**src/rtl/upsample_writeback_if.sv**
```systemverilog
// Bus bundle for the 2x nearest-neighbour upsample writeback stage:
// layer control, conv pixel stream, OFM RAM write port and status.
interface upsample_writeback_if #(
  parameter int DATA_WIDTH = 16,
  parameter int ADDR_WIDTH = 20
);
  // Control / configuration (sampled only on an accepted start)
  logic                    start;
  logic [8:0]              ofm_size_conv;
  logic [10:0]             num_channel;
  logic [ADDR_WIDTH-1:0]   base_addr;

  // Pixel stream: a beat transfers on a rising edge where in_valid && in_ready.
  // The producer holds in_valid and in_data stable until that edge; in_ready is
  // registered and never depends combinationally on in_valid.
  logic                    in_valid;
  logic [DATA_WIDTH-1:0]   in_data;
  logic                    in_ready;

  // OFM RAM double-element write port and status
  logic                    wr_en;
  logic [ADDR_WIDTH-1:0]   wr_addr;
  logic [2*DATA_WIDTH-1:0] wr_data;
  logic                    busy;
  logic                    done;
  logic [1:0]              fsm_state;

  modport master (
    output start, ofm_size_conv, num_channel, base_addr, in_valid, in_data,
    input  in_ready, wr_en, wr_addr, wr_data, busy, done, fsm_state
  );

  modport slave (
    input  start, ofm_size_conv, num_channel, base_addr, in_valid, in_data,
    output in_ready, wr_en, wr_addr, wr_data, busy, done, fsm_state
  );
endinterface

```
**src/rtl/upsample_writeback.sv**
```systemverilog
// Nearest-neighbour 2x upsample: each conv pixel becomes a 2x2 block in OFM RAM,
// written as a top-row pair then a bottom-row pair (two double-element writes).
module upsample_writeback #(
  parameter int DATA_WIDTH = 16,
  parameter int ADDR_WIDTH = 20
) (
  input  logic                 clk,
  input  logic                 rst,
  upsample_writeback_if.slave  bus
);

  typedef enum logic [1:0] {
    IDLE = 2'd0,
    TOP  = 2'd1,
    BOT  = 2'd2,
    FIN  = 2'd3
  } state_t;

  state_t                  state;
  logic [8:0]              size_q;
  logic [10:0]             chan_q;
  logic [ADDR_WIDTH-1:0]   two_s;
  logic [ADDR_WIDTH-1:0]   top_addr;
  logic [8:0]              col;
  logic [8:0]              row;
  logic [10:0]             ch;
  logic [DATA_WIDTH-1:0]   pix;
  logic                    last_col;
  logic                    last_row;
  logic                    last_ch;

  assign last_col      = (col == size_q - 9'd1);
  assign last_row      = (row == size_q - 9'd1);
  assign last_ch       = (ch == chan_q - 11'd1);
  assign bus.fsm_state = state;

  always_ff @(posedge clk or posedge rst) begin
    if (rst) begin
      state        <= IDLE;
      size_q       <= '0;
      chan_q       <= '0;
      two_s        <= '0;
      top_addr     <= '0;
      col          <= '0;
      row          <= '0;
      ch           <= '0;
      pix          <= '0;
      bus.in_ready <= 1'b0;
      bus.wr_en    <= 1'b0;
      bus.wr_addr  <= '0;
      bus.wr_data  <= '0;
      bus.busy     <= 1'b0;
      bus.done     <= 1'b0;
    end else begin
      bus.wr_en <= 1'b0;
      bus.done  <= 1'b0;
      case (state)
        IDLE: begin
          if (bus.start) begin
            size_q   <= bus.ofm_size_conv;
            chan_q   <= bus.num_channel;
            two_s    <= ADDR_WIDTH'({bus.ofm_size_conv, 1'b0});
            top_addr <= bus.base_addr;
            col      <= '0;
            row      <= '0;
            ch       <= '0;
            bus.busy <= 1'b1;
            if (bus.ofm_size_conv == 9'd0 || bus.num_channel == 11'd0) begin
              state <= FIN;
            end else begin
              state        <= TOP;
              bus.in_ready <= 1'b1;
            end
          end
        end
        TOP: begin
          if (bus.in_valid) begin
            pix          <= bus.in_data;
            bus.wr_en    <= 1'b1;
            bus.wr_addr  <= top_addr;
            bus.wr_data  <= {bus.in_data, bus.in_data};
            bus.in_ready <= 1'b0;
            state        <= BOT;
          end
        end
        BOT: begin
          bus.wr_en   <= 1'b1;
          bus.wr_addr <= top_addr + two_s;
          bus.wr_data <= {pix, pix};
          // End of a conv row: also hop over the odd output row just filled.
          if (last_col) begin
            top_addr <= top_addr + two_s + ADDR_WIDTH'(2);
            col      <= '0;
            if (last_row) begin
              row <= '0;
              ch  <= ch + 11'd1;
            end else begin
              row <= row + 9'd1;
            end
          end else begin
            top_addr <= top_addr + ADDR_WIDTH'(2);
            col      <= col + 9'd1;
          end
          if (last_col && last_row && last_ch) begin
            state <= FIN;
          end else begin
            state        <= TOP;
            bus.in_ready <= 1'b1;
          end
        end
        FIN: begin
          bus.done <= 1'b1;
          bus.busy <= 1'b0;
          state    <= IDLE;
        end
        default: state <= IDLE;
      endcase
    end
  end

endmodule

```
**src/flat_wrapper.sv**
```systemverilog
// flat-port wrapper written by rule: the top's interface ports become plain ports
module upsample_writeback_flat 
#(
  parameter int DATA_WIDTH = 16,
  parameter int ADDR_WIDTH = 20
)
  (clk, rst, bus_start, bus_ofm_size_conv, bus_num_channel, bus_base_addr, bus_in_valid, bus_in_data, bus_in_ready, bus_wr_en, bus_wr_addr, bus_wr_data, bus_busy, bus_done, bus_fsm_state);
  upsample_writeback_if #(.DATA_WIDTH(DATA_WIDTH), .ADDR_WIDTH(ADDR_WIDTH)) bus_i ();
  input  logic clk;
  input  logic rst;
  input wire logic [$bits(bus_i.start)-1:0] bus_start;
  input wire logic [$bits(bus_i.ofm_size_conv)-1:0] bus_ofm_size_conv;
  input wire logic [$bits(bus_i.num_channel)-1:0] bus_num_channel;
  input wire logic [$bits(bus_i.base_addr)-1:0] bus_base_addr;
  input wire logic [$bits(bus_i.in_valid)-1:0] bus_in_valid;
  input wire logic [$bits(bus_i.in_data)-1:0] bus_in_data;
  output wire logic [$bits(bus_i.in_ready)-1:0] bus_in_ready;
  output wire logic [$bits(bus_i.wr_en)-1:0] bus_wr_en;
  output wire logic [$bits(bus_i.wr_addr)-1:0] bus_wr_addr;
  output wire logic [$bits(bus_i.wr_data)-1:0] bus_wr_data;
  output wire logic [$bits(bus_i.busy)-1:0] bus_busy;
  output wire logic [$bits(bus_i.done)-1:0] bus_done;
  output wire logic [$bits(bus_i.fsm_state)-1:0] bus_fsm_state;
  assign bus_i.start = bus_start;
  assign bus_i.ofm_size_conv = bus_ofm_size_conv;
  assign bus_i.num_channel = bus_num_channel;
  assign bus_i.base_addr = bus_base_addr;
  assign bus_i.in_valid = bus_in_valid;
  assign bus_i.in_data = bus_in_data;
  assign bus_in_ready = bus_i.in_ready;
  assign bus_wr_en = bus_i.wr_en;
  assign bus_wr_addr = bus_i.wr_addr;
  assign bus_wr_data = bus_i.wr_data;
  assign bus_busy = bus_i.busy;
  assign bus_done = bus_i.done;
  assign bus_fsm_state = bus_i.fsm_state;
  upsample_writeback #(.DATA_WIDTH(DATA_WIDTH), .ADDR_WIDTH(ADDR_WIDTH)) u_core (.clk(clk), .rst(rst), .bus(bus_i));
endmodule
```
**config.mk**
```make
export PLATFORM = sky130hd
export DESIGN_NAME = upsample_writeback_flat
export DESIGN_NICKNAME = d
export VERILOG_FILES = /design/src/rtl/upsample_writeback_if.sv /design/src/rtl/upsample_writeback.sv /design/src/flat_wrapper.sv
export SDC_FILE = /design/constraint.sdc
export NUM_CORES = 1
export LEC_CHECK = 0
export CAP_MARGIN = 30
export CORE_ASPECT_RATIO = 0.5
export CORE_MARGIN = 4
export CORE_UTILIZATION = 25
export DETAILED_ROUTE_END_ITERATION = 8
export RECOVER_POWER = 100
export SETUP_SLACK_MARGIN = 0.02
export SLEW_MARGIN = 0
export SYNTH_ARGS = -nofsm -noshare
export SYNTH_HDL_FRONTEND = slang
export SYNTH_SLANG_ARGS = --single-unit
```
**constraint.sdc**
```tcl
create_clock -name clk -period 4.4 [get_ports clk]
set_input_delay 0.66 -clock clk [delete_from_list [all_inputs] [get_ports clk]]
set_output_delay 0.66 -clock clk [all_outputs]
set_load 0.01 [all_outputs]
```
==> metrics.log <==
[metrics] sequential cell area: 3180 um^2
[metrics] largest cells by area after synthesis: sky130_fd_sc_hd__dfrtp_1 (40%), sky130_fd_sc_hd__mux2_2 (6.1%), sky130_fd_sc_hd__o21ai_0 (4.9%)
[metrics] capture point of the worst reg-to-reg path: u_core.top_addr[13]$_DFFE_PP0P_
[metrics] largest fanout on the critical path: 8
[metrics] transition time of the tightest slew-check pin: 2.62 ns
[metrics] element type at the critical path start: flop
[metrics] Fill cells: 3148
[metrics] number of maximum-capacitance constraint violations: 1
[metrics] setup slack of the worst register-to-register path: 0.35 ns
[metrics] area share of the leading cell type in the synthesized netlist: 40.1%
[metrics] cell with the most instances after synthesis: sky130_fd_sc_hd__dfrtp_1
[metrics] Static Leakage: 4.09 nW
[metrics] overall via count from detail_route: 6457
[metrics] Switch Pwr: 0.00299 W
[metrics] Synth-to-Final Area Change: 26.6%
[metrics] Fin Hold WS: 0.474 ns
[metrics] dominant combinational cell family by area after synthesis: simple AND/OR/NAND/NOR gates
[metrics] kind of path behind the tightest hold check: reg2reg
[metrics] Power Density: 719 nW/um^2
[metrics] Adder-Cell Fraction of Synth Area: 3.41%
[metrics] clock-pin transition on the worst setup and hold timing paths: 0.06 ns
[metrics] Synth Area in Compound Gates: 12.9%
[metrics] wire length of the first global-routing pass: 35000 um
[metrics] mux share of post-synthesis cell area: 10.5%
[metrics] Hold Crit Start: u_core.bus.wr_addr[1]$_DFFE_PP0P_
[metrics] final slew viol count: 55
[metrics] floorplan die height: 134 um
[metrics] clock network power share: 20.7%
[metrics] Post-Route WL: 21500 um
[metrics] horizontal die dimension: 260 um
[metrics] family with the most delay on the worst path: simple AND/OR/NAND/NOR gates
[metrics] data required time at the worst endpoint: 4.74 ns
[metrics] Switching Fraction: 41.5%
[metrics] worst r2r path cells: 14
[metrics] routed via count divided by cell count: 4.76
[metrics] DRC violations left: 0
[metrics] TritonCTS clock tree: built
[metrics] CTS H-tree lvls: 4
[metrics] number of synthesized register bits: 127
[metrics] Critical Path Most Common Cell: sky130_fd_sc_hd__a2111o_1
[metrics] source-to-sink clock delay at the later pin of the worst-skew pair: 0.43 ns
[metrics] worst setup path startpoint: u_core.size_q[0]$_DFFE_PP0P_
[metrics] Top Ports: 118
[metrics] Setup CP Type: reg2reg
[metrics] share of layout cells above drive strength 1: 10.4%
[metrics] post-route worst setup slack: 0.348 ns
[metrics] CTS buffer count: 17
[metrics] starting density of the core: 25.7%
[metrics] Seq pwr share: 30.3%
[metrics] area inside the core boundary: 30800 um^2
[metrics] run status: complete, but fails checks
[metrics] proportion of synthesized flip-flops having asynchronous set or reset: 100%
[metrics] pin count of the biggest net entering global routing: 75
[metrics] top cells by instance count after synthesis: sky130_fd_sc_hd__dfrtp_1 (127), sky130_fd_sc_hd__nand2_1 (100), sky130_fd_sc_hd__o21ai_0 (77), sky130_fd_sc_hd__nor2_1 (48), sky130_fd_sc_hd__mux2_2 (43)
[metrics] Clock Tree Buf Depth: 2
[metrics] count of cells along the worst hold path: 2
[metrics] violated checks: max-capacitance violations, max-slew violations
[metrics] Detailed Place HPWL: 15900 um
[metrics] Post-CTS Hold Fix Bufs: 0
[metrics] number of warnings printed during yosys synthesis: 0
[metrics] Seq/Total Area, Yosys: 40.1%
[metrics] TritonCTS Sinks: 127
[metrics] count of flip-flops with a built-in enable after synthesis: 0
[metrics] endpoint arrival time on the critical path: 4.39 ns
[metrics] count of different cell masters after synthesis: 71
[metrics] xor and xnor fraction of the mapped netlist area: 10.1%
[metrics] Logic pwr share: 48.9%
[metrics] residual antenna-violating net count after detailed routing: 0
[metrics] Die Footprint: 34800 um^2
[metrics] VDD IR max: 0.000310 V
[metrics] total setup violations reported at the end of the flow: 0
[metrics] achievable frequency: 247 MHz
[metrics] Setup Skew: 0.0118 ns
[metrics] antenna violations before repair: 0
[metrics] maximum single-stage delay on the critical path: 0.49 ns
[metrics] most used flip-flop cell after synthesis: sky130_fd_sc_hd__dfrtp_1
[metrics] Total Routing Usage GR: 12.5%
[metrics] # diodes: 0
[metrics] post-cts repair resize count: 0
[metrics] Relative slew margins: -75.9%
[metrics] crit path time final: 4.05 ns
[metrics] top cell type by total area after synthesis: sky130_fd_sc_hd__dfrtp_1
[metrics] internal power: 0.00422 W
[metrics] number of placement rows: 45
[metrics] number of global-route vias before repair: 6602
[metrics] first-pass iteration count of the detailed router: 5
[metrics] sum of negative setup slack: 0 ns
[metrics] Port Buffers: 117
[metrics] unrepaired setup endpoints after global routing: false
[metrics] simple-gate area share of the yosys netlist: 18.4%
[metrics] number of nets at the end of the flow: 1003
[metrics] Post-Synthesis Cell Area: 7920 um^2
[metrics] fraction of the cycle the final worst path needs: 92.1%
[metrics] capture endpoint of the worst hold path: u_core.bus.wr_addr[1]$_DFFE_PP0P_
[metrics] critical path buffer and inverter count: 0
[metrics] Iteration-0 DRC Markers: 366
[metrics] Setup Slack @ Placement: 0.147 ns
[metrics] footprint of the multi-input gates: 4400 um^2
[metrics] WL per Instance: 15.8 um
[metrics] global route total overflow: 0
[metrics] final weighted congestion in routability-driven placement: 0.878
[metrics] number of buffers added for setup after CTS: 0
[metrics] hold violation count in the final report: 0
[metrics] post-synthesis cell count: 831
[metrics] cell with the largest stage delay on the worst path: sky130_fd_sc_hd__dfrtp_2
[metrics] endpoint type of the worst setup path: flop
[metrics] series of cell instances along the critical path: nor3_1 -> nor3b_1 -> xor3_1 -> a2111o_1 -> mux2_1 -> ha_1 -> nand2_1 -> nor2_1 -> and3_1 -> and2_0 -> mux2i_2 -> nor3_2 -> a2111o_1 -> o211ai_1
[metrics] CTS Root Cell: sky130_fd_sc_hd__clkbuf_16
[metrics] Critical R2R Launch: u_core.size_q[0]$_DFFE_PP0P_
[metrics] average cell area after synthesis: 9.54 um^2
[metrics] syn nets: 912
worst reg2reg max path, stage by stage, from the launching register on:
cell and delay, ns:
sky130_fd_sc_hd__dfrtp_2 0.49, sky130_fd_sc_hd__nor3_1 0.38, sky130_fd_sc_hd__nor3b_1 0.36, sky130_fd_sc_hd__xor3_1 0.32, sky130_fd_sc_hd__a2111o_1 0.39, sky130_fd_sc_hd__mux2_1 0.37
sky130_fd_sc_hd__ha_1 0.25, sky130_fd_sc_hd__nand2_1 0.09, sky130_fd_sc_hd__nor2_1 0.06, sky130_fd_sc_hd__and3_1 0.19, sky130_fd_sc_hd__and2_0 0.16, sky130_fd_sc_hd__mux2i_2 0.30
sky130_fd_sc_hd__nor3_2 0.14, sky130_fd_sc_hd__a2111o_1 0.39, sky130_fd_sc_hd__o211ai_1 0.10
power groups by stage:
| stage | Sequential (W) | Combinational (W) | Clock [W] |
|---|---|---|---|
| floorplan | 0.00206 | 0.00256 | 0 |
| global placement | 0.00218 | 0.00355 | 0 |
| detailed placement | 0.00221 | 0.00364 | 0 |
| CTS | 0.00219 | 0.00365 | 0.00153 |
| global route | 0.00226 | 0.00390 | 0.00160 |
| finish | 0.00219 | 0.00353 | 0.00150 |
layer usage:
layer | part of all wire [%] | track usage (%) | vias to the layer above
met5 | 0 | 0 | -
met4 | 2.0 | 4.16 | 0
met3 | 3.2 | 2.74 | 25
met2 | 50 | 21.4 | 120
met1 | 45 | 15.7 | 3170
li1 | - | - | 3142
registers in the layout, indices dropped and copies added, names as in the netlist:
signal,cells
u_core.chan_q,11
u_core.bus.in_ready,1
u_core.bus.wr_data,16
u_core.ch,11
u_core.row,9
u_core.bus.fsm_state,2
u_core.size_q,9
u_core.bus.done,1
u_core.bus.wr_en,1
u_core.pix,16
u_core.bus.busy,1
u_core.bus.wr_addr,20
u_core.top_addr,20
u_core.col,9
worst max-delay path by stage:
stage | to | cells after the start
global placement | u_core.top_addr[19]$_DFFE_PP0P_ | 16
finish | u_core.top_addr[13]$_DFFE_PP0P_ | 14
global route | u_core.top_addr[15]$_DFFE_PP0P_ | 14
CTS | u_core.top_addr[19]$_DFFE_PP0P_ | 16
floorplan | u_core.top_addr[13]$_DFFE_PP0P_ | 20
detailed placement | u_core.top_addr[19]$_DFFE_PP0P_ | 16
cell type report:
class                           instances  share of cell area, %
Timing Repair Buffer                  128                   12.3
Clock inverter                         10                   1.61
Multi-Input combinational cell        629                   43.9
Clock buffer                           20                   4.55
Sequential cell                       127                   31.7
Inverter                               19                  0.723
Tap cell                              423                   5.27
cell usage in the layout (no fill, tap or decap), types with 18 or more instances in the layout:
master	instances
sky130_fd_sc_hd__dlygate4sd3_1	59
sky130_fd_sc_hd__nor2_1	48
sky130_fd_sc_hd__mux2_2	42
sky130_fd_sc_hd__inv_1	18
sky130_fd_sc_hd__mux2i_1	34
sky130_fd_sc_hd__and3_1	26
sky130_fd_sc_hd__nand3_1	18
sky130_fd_sc_hd__xnor2_1	39
sky130_fd_sc_hd__a21oi_1	32
sky130_fd_sc_hd__xor2_1	38
sky130_fd_sc_hd__clkdlybuf4s50_1	58
sky130_fd_sc_hd__dfrtp_1	125
sky130_fd_sc_hd__o21ai_0	78
sky130_fd_sc_hd__ha_1	19
sky130_fd_sc_hd__nand2_1	100
cells by family after synthesis:
family | count (synthesis)
AO/OA/AOI/OAI | 166
flip-flops | 127
AND/OR/NAND/NOR | 281
adder cells (fa/ha/maj) | 21
buffers and inverters | 75
multiplexers | 78
XOR/XNOR | 83
through the flow:
| stage | cell area (um^2) | util, % | power (W) | std cells |
|---|---|---|---|---|
| 6_report | 10000 | 32.6 | 0.00721 | 1356 |
| 5_1_grt | 10000 | 32.6 | 0.00776 | 1356 |
| 4_1_cts | 10100 | 32.7 | 0.00738 | 1356 |
| 3_5_place_dp | 9450 | 30.7 | 0.00585 | 1326 |
| 3_3_place_gp | 9430 | 30.6 | 0.00573 | 1325 |
| 2_1_floorplan | 7920 | - | 0.00462 | 831 |
Power figures use the tool's default switching activity.
